<file path="config.mk">
export PLATFORM = sky130hd
export DESIGN_NAME = vga_timing_gen
export DESIGN_NICKNAME = d
export VERILOG_FILES = /design/src/rtl/vga_timing_gen.sv
export SDC_FILE = /design/constraint.sdc
export NUM_CORES = 1
export LEC_CHECK = 0
export ABC_AREA = 0
export CORE_MARGIN = 2
export CORE_UTILIZATION = 30
export DETAILED_ROUTE_END_ITERATION = 8
export PLACE_DENSITY = 0.6
export SLEW_MARGIN = 20
export SYNTH_ARGS = -nofsm -noshare
export SYNTH_HDL_FRONTEND = slang
export SYNTH_SLANG_ARGS = --single-unit
</file>
<file path="constraint.sdc">
create_clock -name CLK100MHZ -period 2.4 [get_ports CLK100MHZ]
set_input_delay 0.48 -clock CLK100MHZ [delete_from_list [all_inputs] [get_ports CLK100MHZ]]
set_output_delay 0.48 -clock CLK100MHZ [all_outputs]
set_load 0.005 [all_outputs]
</file>
<file path="src/rtl/vga_timing_gen.sv">
// vga_timing_gen: VGA raster counters, HS/VS generation and 12-bit test-pattern / external colour source.
// Latency: VGA_HS/VGA_VS/RGB registered one clock behind pix_x/pix_y; pixel rate is CLK100MHZ / CLK_DIV.
// Backpressure: none, free-running raster; define VGA_BORDER_EN to force a white 1-pixel border in modes 1-3.
module vga_timing_gen #(
    parameter int H_ACTIVE   = 640,
    parameter int H_FP       = 16,
    parameter int H_SYNC     = 96,
    parameter int H_BP       = 48,
    parameter int V_ACTIVE   = 480,
    parameter int V_FP       = 10,
    parameter int V_SYNC     = 2,
    parameter int V_BP       = 33,
    parameter int CLK_DIV    = 4,
    parameter bit HS_POL     = 1'b0,
    parameter bit VS_POL     = 1'b0,
    parameter int CHECK_LOG2 = 5
) (
    input  logic        CLK100MHZ,
    input  logic        CPU_RESETN,
    input  logic [1:0]  mode,
    input  logic [3:0]  ext_r,
    input  logic [3:0]  ext_g,
    input  logic [3:0]  ext_b,
    output logic [11:0] pix_x,
    output logic [10:0] pix_y,
    output logic        pix_valid,
    output logic        frame_start,
    output logic        VGA_HS,
    output logic        VGA_VS,
    output logic [3:0]  VGA_R,
    output logic [3:0]  VGA_G,
    output logic [3:0]  VGA_B
);

    localparam int H_TOTAL = H_ACTIVE + H_FP + H_SYNC + H_BP;
    localparam int V_TOTAL = V_ACTIVE + V_FP + V_SYNC + V_BP;
    localparam int DIV_W   = $clog2(CLK_DIV);
    localparam int BAR_W   = H_ACTIVE / 8;

    localparam logic [DIV_W-1:0] DIV_LAST = DIV_W'(CLK_DIV - 1);
    localparam logic [11:0] H_LAST = 12'(H_TOTAL - 1);
    localparam logic [11:0] H_ACT  = 12'(H_ACTIVE);
    localparam logic [11:0] HS_BEG = 12'(H_ACTIVE + H_FP);
    localparam logic [11:0] HS_END = 12'(H_ACTIVE + H_FP + H_SYNC);
    localparam logic [10:0] V_LAST = 11'(V_TOTAL - 1);
    localparam logic [10:0] V_ACT  = 11'(V_ACTIVE);
    localparam logic [10:0] VS_BEG = 11'(V_ACTIVE + V_FP);
    localparam logic [10:0] VS_END = 11'(V_ACTIVE + V_FP + V_SYNC);

    typedef enum logic [1:0] {
        MODE_BLACK = 2'd0,
        MODE_BARS  = 2'd1,
        MODE_CHECK = 2'd2,
        MODE_EXT   = 2'd3
    } mode_t;

    logic [DIV_W-1:0] div_cnt;
    logic [11:0]      h_cnt;
    logic [10:0]      v_cnt;
    logic             pix_ce;
    logic             h_last;
    logic             v_last;
    logic             frame_wrap;
    logic             hs_act;
    logic             vs_act;
    logic [2:0]       bar_idx;
    logic             chk_white;
    logic [11:0]      rgb_nxt;
    logic [11:0]      rgb_q;
    mode_t            mode_q;

    assign pix_ce     = (div_cnt == DIV_LAST);
    assign h_last     = (h_cnt == H_LAST);
    assign v_last     = (v_cnt == V_LAST);
    assign frame_wrap = pix_ce && h_last && v_last;

    assign pix_x     = h_cnt;
    assign pix_y     = v_cnt;
    assign pix_valid = (h_cnt < H_ACT) && (v_cnt < V_ACT);

    assign hs_act = (h_cnt >= HS_BEG) && (h_cnt < HS_END);
    assign vs_act = (v_cnt >= VS_BEG) && (v_cnt < VS_END);

    always_ff @(posedge CLK100MHZ or negedge CPU_RESETN) begin
        if (!CPU_RESETN) begin
            div_cnt <= '0;
            h_cnt   <= '0;
            v_cnt   <= '0;
        end else begin
            if (pix_ce) begin
                div_cnt <= '0;
            end else begin
                div_cnt <= div_cnt + 1'b1;
            end
            if (pix_ce) begin
                if (h_last) begin
                    h_cnt <= '0;
                    v_cnt <= v_last ? '0 : v_cnt + 1'b1;
                end else begin
                    h_cnt <= h_cnt + 1'b1;
                end
            end
        end
    end

    // Bar index from a comparator ladder against multiples of the bar width.
    always_comb begin
        bar_idx = 3'd0;
        for (int i = 1; i < 8; i++) begin
            if (h_cnt >= 12'(i * BAR_W)) begin
                bar_idx = 3'(i);
            end
        end
    end

    function automatic logic [11:0] bar_colour(input logic [2:0] idx);
        case (idx)
            3'd0:    bar_colour = 12'hFFF;
            3'd1:    bar_colour = 12'hFF0;
            3'd2:    bar_colour = 12'h0FF;
            3'd3:    bar_colour = 12'h0F0;
            3'd4:    bar_colour = 12'hF0F;
            3'd5:    bar_colour = 12'hF00;
            3'd6:    bar_colour = 12'h00F;
            default: bar_colour = 12'h000;
        endcase
    endfunction

    assign chk_white = ~(h_cnt[CHECK_LOG2] ^ v_cnt[CHECK_LOG2]);

`ifdef VGA_BORDER_EN
    localparam logic [11:0] H_EDGE = 12'(H_ACTIVE - 1);
    localparam logic [10:0] V_EDGE = 11'(V_ACTIVE - 1);
    logic on_edge;
    assign on_edge = (h_cnt == 12'd0) || (h_cnt == H_EDGE) ||
                     (v_cnt == 11'd0) || (v_cnt == V_EDGE);
`endif

    always_comb begin
        rgb_nxt = 12'h000;
        if (pix_valid) begin
            case (mode_q)
                MODE_BARS:  rgb_nxt = bar_colour(bar_idx);
                MODE_CHECK: rgb_nxt = chk_white ? 12'hFFF : 12'h000;
                MODE_EXT:   rgb_nxt = {ext_r, ext_g, ext_b};
                default:    rgb_nxt = 12'h000;
            endcase
`ifdef VGA_BORDER_EN
            if ((mode_q != MODE_BLACK) && on_edge) begin
                rgb_nxt = 12'hFFF;
            end
`endif
        end
    end

    // Mode is only taken at the frame wrap so a frame never mixes two patterns.
    always_ff @(posedge CLK100MHZ or negedge CPU_RESETN) begin
        if (!CPU_RESETN) begin
            mode_q      <= MODE_BLACK;
            frame_start <= 1'b0;
            VGA_HS      <= ~HS_POL;
            VGA_VS      <= ~VS_POL;
            rgb_q       <= 12'h000;
        end else begin
            if (frame_wrap) begin
                mode_q <= mode_t'(mode);
            end
            frame_start <= frame_wrap;
            VGA_HS      <= hs_act ? HS_POL : ~HS_POL;
            VGA_VS      <= vs_act ? VS_POL : ~VS_POL;
            rgb_q       <= rgb_nxt;
        end
    end

    assign VGA_R = rgb_q[11:8];
    assign VGA_G = rgb_q[7:4];
    assign VGA_B = rgb_q[3:0];

endmodule
</file>
==> flow_summary.yaml <==
layout:
  fillers: 709
  area_growth_pct: 33.9
  drive_above_1_share_pct: 10.3
  design_area_mm2: 0.00285
  diodes: 0
  final_nets: 283
  instances_no_fill: 359
sta:
  rsz0062_at_grt: "no"
  final-hold-violation-count: 0
  slew_viol_final: 0
  tightest_slew_ns: 0.745
  setup_ws_ns: 0.0980
  fin_skew_ns: 0.00968
  period_share_pct: 95.9
  fin_hold_ws_ns: 0.249
  fmax_mhz: 434
  setup-tns-final_ns: 0
  setup_viol: 0
  period_minus_slack_ns: 2.30
  slew_headroom_pct: 50.0
clocking:
  clock-sinks: 42
  cts.path.max_buffers: 2
  cts.clk_slew.worst_paths_ns: 0.08
  hold_buffers: 0
  cts_root_buffer: "clkbuf_8"
  insertion_delay_ns: 0.30
  cts_tree: "done"
  cts_buffers: 5
  cts_resized: 0
  post_cts_buffers: 0
  htree_levels: 2
place:
  dp_cells: 351
  placed_cell_area_mm2: 0.00271
  dp_slack_ns: 0.405
  place.gp.congestion: 0.790
  io_buffers: 54
  dp_hpwl_mm: 3.43
setup_path:
  worstRegToRegCells: 6
  end_kind: "primary output"
  cp_data_arrival_time_ns: 1.82
  start_kind: "register"
  path_delay_family: "simple AND/OR/NAND/NOR gates"
  r2r-start: "pix_y[0]"
  crit_path_start: "pix_y[5]"
  cp_slowest_cell: "clkdlybuf4s50_1"
  cp_slowest_stage_delay_ns: 0.51
  crit_chain: "and3_2 -> and2_4 -> nor2_2 -> clkdlybuf4s50_1"
  crit_fanout: 7
  path_class: "register to primary output"
  cp.required_ns: 1.92
  path_buf_inv: 1
  crit_cells: 4
floorplanning:
  die-area_mm2: 0.00778
  ios: 55
  core_area_mm2: 0.00683
  rows: 30
  die_height_um: 88.2
  dieWidth_um: 88.2
  initial_core_util_pct: 31.2
job:
  maxCapViolCount: 0
drt:
  drc_errors: 0
  drt-total-wl_mm: 4.77
  first_iter_violations: 72
  drtAntennaViolNets: 0
  via_count: 1664
  via_per_inst: 4.64
  dr.pass1.iters: 4
  wire_per_inst_um: 13.3
grt:
  overflow: 0
  track_usage_pct: 12.9
  grt_antenna_before_repair: 0
  grt_max_degree: 43
  grt_pass1_vias: 1642
  grt_pass1_wl_mm: 7.73
logic_synthesis:
  synth_fp_nets: 230
  synthCells: 209
  synth-warning-count: 0
  ys.flop_type: "dfrtp_1"
  synth.avg_cell_area_um2: 10.2
  synth_edf_count: 0
  synth_cell_types: 45
  ys_seq_area_share_pct: 49.5
  synth-seq-cells: 42
  async_reset_ff_share_pct: 100
  synth_area_mm2: 0.00213
power_and_ir_drop:
  peakVddDrop_mv: 0.266
  pwr_density_cell_mw_per_mm2: 504
  p_leak_uw: 0.00116
outcome:
  run_status: "complete, no violations"
worst_hold_path:
  hold_path.class: "input pin to asynchronous set/reset pin"
## power by group
group | total, uW | internal, uW | switching (uW)
sequential | 707 | 707 | 0
clock | 690 | 444 | 246
combinational | 38.7 | 21.6 | 17.1
total | 1440 | 1170 | 263
## final timing paths
path                              end  slack [ns]
max                         pix_valid         0.1
min                          pix_x[6]        0.25
max reg2reg                 mode_q[1]        0.37
min reg2reg                div_cnt[0]        0.43
max in group asynchronous    rgb_q[8]        1.77
min in group CLK100MHZ     div_cnt[0]        0.43
## placed cells by master (no fill, tap or decap), types with 2 or more instances in the layout
| cell | n |
|---|---|
| a21o_1 | 2 |
| a21oi_1 | 11 |
| a31oi_1 | 7 |
| and3_1 | 2 |
| and3_2 | 2 |
| and4_1 | 2 |
| buf_4 | 2 |
| bufinv_16 | 2 |
| clkbuf_8 | 6 |
| clkdlybuf4s50_1 | 53 |
| dfrtp_1 | 40 |
| dfstp_2 | 2 |
| ha_1 | 5 |
| inv_1 | 8 |
| mux2_2 | 2 |
| nand2_1 | 26 |
| nand2b_1 | 2 |
| nand3_1 | 11 |
| nand4_1 | 5 |
| nor2_1 | 16 |
| nor2_4 | 2 |
| nor2b_1 | 2 |
| nor3_1 | 3 |
| nor4_1 | 2 |
| o21ai_0 | 12 |
| xnor2_1 | 13 |
| xor2_1 | 4 |
## metrics by stage
| stage | utilization (%) | power (uW) |
|---|---|---|
| final | 41.7 | 1440 |
| after global routing | 41.7 | 1490 |
| after detailed placement | 39.6 | 761 |
| after global placement | 39.6 | 762 |
| after CTS | 41.7 | 1460 |
| after floorplan | - | 722 |
## synth_stat cells, types with 2 or more instances
library cell / count / area share [%]
a21o_1: 2 / 0.71
buf_6: 2 / 1.1
dfrtp_1: 40 / 47
nand2_1: 26 / 4.6
nand3_1: 11 / 2.6
nand4_1: 5 / 1.5
nor2_4: 2 / 1.1
and3_1: 2 / 0.59
nor3_1: 3 / 0.71
xnor2_1: 13 / 5.3
buf_4: 2 / 0.71
o21ai_0: 13 / 3.1
dfstp_2: 2 / 2.5
and4_1: 2 / 0.82
nand2b_1: 2 / 0.59
nor2b_1: 2 / 0.59
and3_2: 2 / 0.71
xor2_1: 4 / 1.6
buf_2: 2 / 0.47
ha_1: 5 / 2.9
nor4_1: 2 / 0.59
clkbuf_8: 3 / 1.9
nor2_1: 16 / 2.8
a21oi_1: 11 / 2.6
a31oi_1: 7 / 2.1
inv_1: 8 / 1.4
mux2_2: 2 / 1.1
## area by class of cell
cell class	instances	area (um2)	share of cell area, %
clock inverters	2	60.1	2.11
flip-flops and latches	42	1050	37.0
well taps	96	120	4.22
repair buffers	56	551	19.3
inverters	8	30.0	1.05
multi-input cells	149	952	33.4
clock buffers	6	82.6	2.90
## cell families after synthesis
logic type | count (synthesis) | share of synthesized area [%]
adder cells (fa/ha/maj) | 5 | 2.94
AND/OR/NAND/NOR | 87 | 23.0
AO/OA/AOI/OAI | 38 | 10.8
buffers and inverters | 18 | 5.76
flip-flops | 42 | 49.5
multiplexers | 2 | 1.06
XOR/XNOR | 17 | 7.00
## routing by layer
metal  track usage, %  wire length [um]  part of all wire, %
met1             15.6              2160                   45
met2             22.3              2300                   48
met3             3.17               235                  4.9
met4             4.55                70                  1.5
met5                0                 0                    0
## sequential cells by signal (all words and copies together) (netlist names)
signal and cells:
VGA_HS 1, VGA_VS 1, div_cnt 2, frame_start 1
mode_q 2, pix_x 12, pix_y 11, rgb_q 12
Note: power is estimated with default switching activity, not from simulation.
